### src/rtl/my_processing_system_top.sv
// ---------------------------------------------------------------------------
// my_processing_system_top
//   Small button-driven accumulator with an automatic increment and a
//   two-digit hex display.
//
//   The block holds an 8-bit accumulator R and a carry flag C. Four push
//   buttons act on R:
//     - btn[3] clear
//     - btn[0] increment
//     - btn[1] decrement
//     - btn[2] rotate left
//   The buttons are synchronised and edge-detected, so each press is one
//   action. A free-running prescaler triggers an increment every AUTO_DIV
//   cycles. That increment is skipped when a button action falls in the
//   same cycle.
//
// Parameters
//   AUTO_DIV  auto-step period in clock cycles (2..65535)
//
// Ports
//   Clk    in   system clock, rising-edge active
//   Reset  in   asynchronous, active-high reset
//   btn    in   [3:0] asynchronous push-buttons, active high
//   led    out  [1:0] {carry C, zero flag (R==0)}
//   Lseg1  out  [7:0] active-low 7-segment pattern for R[7:4], {dp,g..a}
//   Lseg2  out  [7:0] active-low 7-segment pattern for R[3:0], {dp,g..a}
// ---------------------------------------------------------------------------
module my_processing_system_top #(
  parameter int AUTO_DIV = 16
) (
  input  logic       Clk,
  input  logic       Reset,
  input  logic [3:0] btn,
  output logic [1:0] led,
  output logic [7:0] Lseg1,
  output logic [7:0] Lseg2
);

  localparam logic [15:0] TERM_CNT = 16'(AUTO_DIV - 1);

  // Active-low hex decode; segment order {dp,g,f,e,d,c,b,a}, dp held off.
  function automatic logic [7:0] hex_to_seg(input logic [3:0] nib);
    logic [7:0] seg;
    case (nib)
      4'h0:    seg = 8'hC0;
      4'h1:    seg = 8'hF9;
      4'h2:    seg = 8'hA4;
      4'h3:    seg = 8'hB0;
      4'h4:    seg = 8'h99;
      4'h5:    seg = 8'h92;
      4'h6:    seg = 8'h82;
      4'h7:    seg = 8'hF8;
      4'h8:    seg = 8'h80;
      4'h9:    seg = 8'h90;
      4'hA:    seg = 8'h88;
      4'hB:    seg = 8'h83;
      4'hC:    seg = 8'hC6;
      4'hD:    seg = 8'hA1;
      4'hE:    seg = 8'h86;
      4'hF:    seg = 8'h8E;
      default: seg = 8'hFF;
    endcase
    return seg;
  endfunction

  logic [3:0]  sync1_r;
  logic [3:0]  sync2_r;
  logic [3:0]  prev_r;
  logic [7:0]  acc_r;
  logic        carry_r;
  logic [15:0] presc_r;

  logic [3:0]  pulse_s;
  logic        term_s;
  logic [7:0]  acc_nxt_s;
  logic        carry_nxt_s;

  // Rising-edge detect on the synchronised buttons; prev_r starts at 0, so a
  // button already held at reset release still yields one pulse.
  assign pulse_s = sync2_r & ~prev_r;
  assign term_s  = (presc_r == TERM_CNT);

  // Next accumulator/carry: clear > inc > dec > rotate, auto-inc only when
  // no button pulse is present this cycle.
  always_comb begin
    acc_nxt_s   = acc_r;
    carry_nxt_s = carry_r;
    if (pulse_s[3]) begin
      acc_nxt_s   = 8'h00;
      carry_nxt_s = 1'b0;
    end else if (pulse_s[0]) begin
      acc_nxt_s   = acc_r + 8'h01;
      carry_nxt_s = (acc_r == 8'hFF);
    end else if (pulse_s[1]) begin
      acc_nxt_s   = acc_r - 8'h01;
      carry_nxt_s = (acc_r == 8'h00);
    end else if (pulse_s[2]) begin
      acc_nxt_s   = {acc_r[6:0], acc_r[7]};
      carry_nxt_s = acc_r[7];
    end else if (term_s) begin
      acc_nxt_s   = acc_r + 8'h01;
      carry_nxt_s = (acc_r == 8'hFF);
    end else begin
      acc_nxt_s   = acc_r;
      carry_nxt_s = carry_r;
    end
  end

  // Button synchronisers and edge-detect history.
  always_ff @(posedge Clk or posedge Reset) begin
    if (Reset) begin
      sync1_r <= 4'h0;
      sync2_r <= 4'h0;
      prev_r  <= 4'h0;
    end else begin
      sync1_r <= btn;
      sync2_r <= sync1_r;
      prev_r  <= sync2_r;
    end
  end

  // Free-running prescaler, wraps at AUTO_DIV-1 regardless of buttons.
  always_ff @(posedge Clk or posedge Reset) begin
    if (Reset) begin
      presc_r <= 16'h0000;
    end else if (term_s) begin
      presc_r <= 16'h0000;
    end else begin
      presc_r <= presc_r + 16'h0001;
    end
  end

  // Accumulator and carry state.
  always_ff @(posedge Clk or posedge Reset) begin
    if (Reset) begin
      acc_r   <= 8'h00;
      carry_r <= 1'b0;
    end else begin
      acc_r   <= acc_nxt_s;
      carry_r <= carry_nxt_s;
    end
  end

  // The zero flag and display decode follow R directly, so reset shows at once.
  assign led   = {carry_r, (acc_r == 8'h00)};
  assign Lseg1 = hex_to_seg(acc_r[7:4]);
  assign Lseg2 = hex_to_seg(acc_r[3:0]);

endmodule

### config.mk
export PLATFORM = sky130hd
export DESIGN_NAME = my_processing_system_top
export DESIGN_NICKNAME = d
export VERILOG_FILES = /design/src/rtl/my_processing_system_top.sv
export SDC_FILE = /design/constraint.sdc
export NUM_CORES = 1
export LEC_CHECK = 0
export ABC_AREA = 1
export ABC_CLOCK_PERIOD_IN_PS = 3100
export CELL_PAD_IN_SITES_DETAIL_PLACEMENT = 0
export CELL_PAD_IN_SITES_GLOBAL_PLACEMENT = 1
export CORE_UTILIZATION = 40
export DETAILED_ROUTE_END_ITERATION = 8
export PLACE_DENSITY_LB_ADDON = 0.1
export REMOVE_ABC_BUFFERS = 1
export SYNTH_ARGS = -nofsm -noshare
export SYNTH_HDL_FRONTEND = slang
export SYNTH_SLANG_ARGS = --single-unit
### constraint.sdc
create_clock -name Clk -period 3.1 [get_ports Clk]
set_clock_uncertainty 0.2 [all_clocks]
set_input_delay 0.62 -clock Clk [delete_from_list [all_inputs] [get_ports Clk]]
set_output_delay 0.62 -clock Clk [all_outputs]
set_load 0.01 [all_outputs]
==> flow_summary.ini <==
[run_status]
status = finished clean

[job]
cap_violations = 0

[synth]
ys_ff_latch = 37
synth_top_family_by_area = simple AND/OR/NAND/NOR gates
synth_area_per_cell_um2 = 7.74
synthSimpleGateAreaFrac = 0.324
yosys_warnings = 0
synth_area_leaders = dfrtp_1 38%, nand2_1 11%, ha_1 6.6%, inv_1 6.6%, nand3_1 5.9%
synth-xor-area-share = 0.0249
ys_seq_area_frac = 0.376
synth_largest_area_cell = dfrtp_1
synth.area.mux_share = 0
synth_top_area_frac = 0.376
syn_inst = 318
synthDistinctLibCells = 37
synth_area_mm2 = 0.00246
synth-compound-area-share = 0.109
synth-adder-area-share = 0.0661

[sta]
worst_pin_slew_ps = 520
maxSlewHeadroom = 0.654
finalCritPeriodShare = 0.952
slew_violations = 0
setup_viol = 0
period_needed_ps = 2950
grt_setup_unrepaired = no
hold_violations = 0
tns_ps = 0
clock.fmax_ghz = 0.339

[clock_network]
h-tree-depth = 2
cts_tree = yes
clkSlewWorstSetupHoldPaths_ps = 80
cts_sinks = 37
post-cts-setup-buffer-count = 0
root_buffer = clkbuf_8
numCtsBuffers = 5
cts_buffer_depth = 2
insertion_delay_ps = 290

[cells_and_area]
final_cell_mix = 71 x nand2_1, 43 x inv_1, 36 x dfrtp_1, 29 x nand3_1, 24 x nor2_1
fill_cells = 604
layout-drive-gt1-share = 0.119
area_delta_synth_final_pct = 17.0
final_common_cell = nand2_1
diodes = 0
fin_nets = 362
seq_area_um2 = 927
multi_input_area_mm2 = 0.00130

[grt]
antenna_found_initial = 0
top_usage_layer = met2
grt_util_met1 = 0.242
grt_pass1_vias = 1958
grt_pass1_wl_um = 9170
grt_max_degree = 38
grt_usage = 0.185
use_met3 = 0.0318
grtUsageMet2 = 0.307
grt_overflow = 0

[setup_path]
cp_max_fo = 9
worst_ep_arrival_time_ps = 2130
startpoint_type = register
crit_type = register to primary output
worst-endpoint-required_ps = 2280
cp-end-kind = primary output

[drt]
first_iter_violations = 76
via_count = 2071
postRouteAntennaNets = 0
drc = 0
wire_per_inst_um = 12.3
wirelength_um = 5140
dr.pass1.iters = 4
viasPerCell = 4.94

[placement]
dp_hpwl_um = 3860
portBuffers = 21
place_congestion = 0.820

[min_path]
hp-class = register to register

[floorplan]
dieArea_mm2 = 0.00647
die_x_um = 80.5
rows = 28
start_util = 0.416
fp.dieH_um = 80.5
coreArea_mm2 = 0.00592
io_pins = 24

[power_and_ir_drop]
p_leak_nw = 1.47
vdd_drop_max_v = 0.000446
pwr_density_cell_mw_per_mm2 = 631
power_mw = 1.82
## through the flow
stage | std cells | hold slack (ps) | instance area, um^2 | utilization | setup slack, ps
floorplan | 311 | 131 | 2410 | - | 933
global placement | 411 | 131 | 2740 | 0.463 | 477
detailed placement | 411 | 135 | 2740 | 0.463 | 449
CTS | 419 | 153 | 2880 | 0.486 | 125
global route | 419 | 162 | 2880 | 0.486 | 6.68
finish | 419 | 150 | 2880 | 0.486 | 150
## report_power, final
group / total (mW) / internal, mW / switching [mW]
registers: 0.592 / 0.520 / 0.0719
logic: 0.723 / 0.330 / 0.393
clock network: 0.504 / 0.324 / 0.180
## layer usage
metal	vias to the layer above	routed length [um]
met5	-	0
met4	0	79
met3	8	210
met2	53	2400
met1	930	2450
li1	1080	-
## synth_stat cells (all sizes together)
cell type / n
clkinv: 1
a21oi: 8
nand3b: 1
nand4: 9
nor2: 34
conb: 1
a32o: 1
o211ai: 6
o21a: 1
nor3: 5
nand3: 31
ha: 13
nand2: 77
inv: 48
xor2: 6
xnor2: 1
o21bai: 1
dfrtp: 37
o22ai: 4
o21ai: 21
or2: 2
o221ai: 2
buf: 8
## registers in the layout, indices dropped and copies added (netlist names)
| register | cells |
|---|---|
| presc_r | 16 |
| acc_r | 8 |
| prev_r | 4 |
| sync1_r | 4 |
| sync2_r | 4 |
| carry_r | 1 |
## cells by family after synthesis
group,count (synthesis)
other,1
buffers and inverters,57
adder cells (fa/ha/maj),13
AO/OA/AOI/OAI,44
flip-flops,37
XOR/XNOR,7
AND/OR/NAND/NOR,159
## worst max-delay path, stage by stage (launching register included)
cell	delay [ps]
dfrtp_2	460
inv_1	230
ha_1	260
ha_1	170
o21ai_0	80
o21ai_0	80
clkdlybuf4s50_1	560
## repair_timing
action                                  4_1_cts  5_1_grt
resized for setup                             0        1
hold endpoints to repair                      0        0
hold buffers                                  0        0
endpoints found under the setup margin        0        1
## area by class of cell
class,count,area share
tap,75,0.0326
clock inverter,3,0.0239
inverter,49,0.0639
timing repair buffer,25,0.0834
multi-input combinational,225,0.450
sequential,37,0.322
clock buffer,5,0.0239
## worst paths after layout
check	start	endpoint	depth (start not counted)	slack, ps
max	acc_r[0]	Lseg2[0]	6	150
min	sync1_r[3]	sync2_r[3]	0	150
max reg2reg	acc_r[0]	acc_r[2]	6	1110
min reg2reg	sync1_r[3]	sync2_r[3]	0	150
max in group asynchronous	Reset	acc_r[0]	3	1840
min in group asynchronous	Reset	sync1_r[0]	3	520
Note: power is estimated with default switching activity, not from simulation.
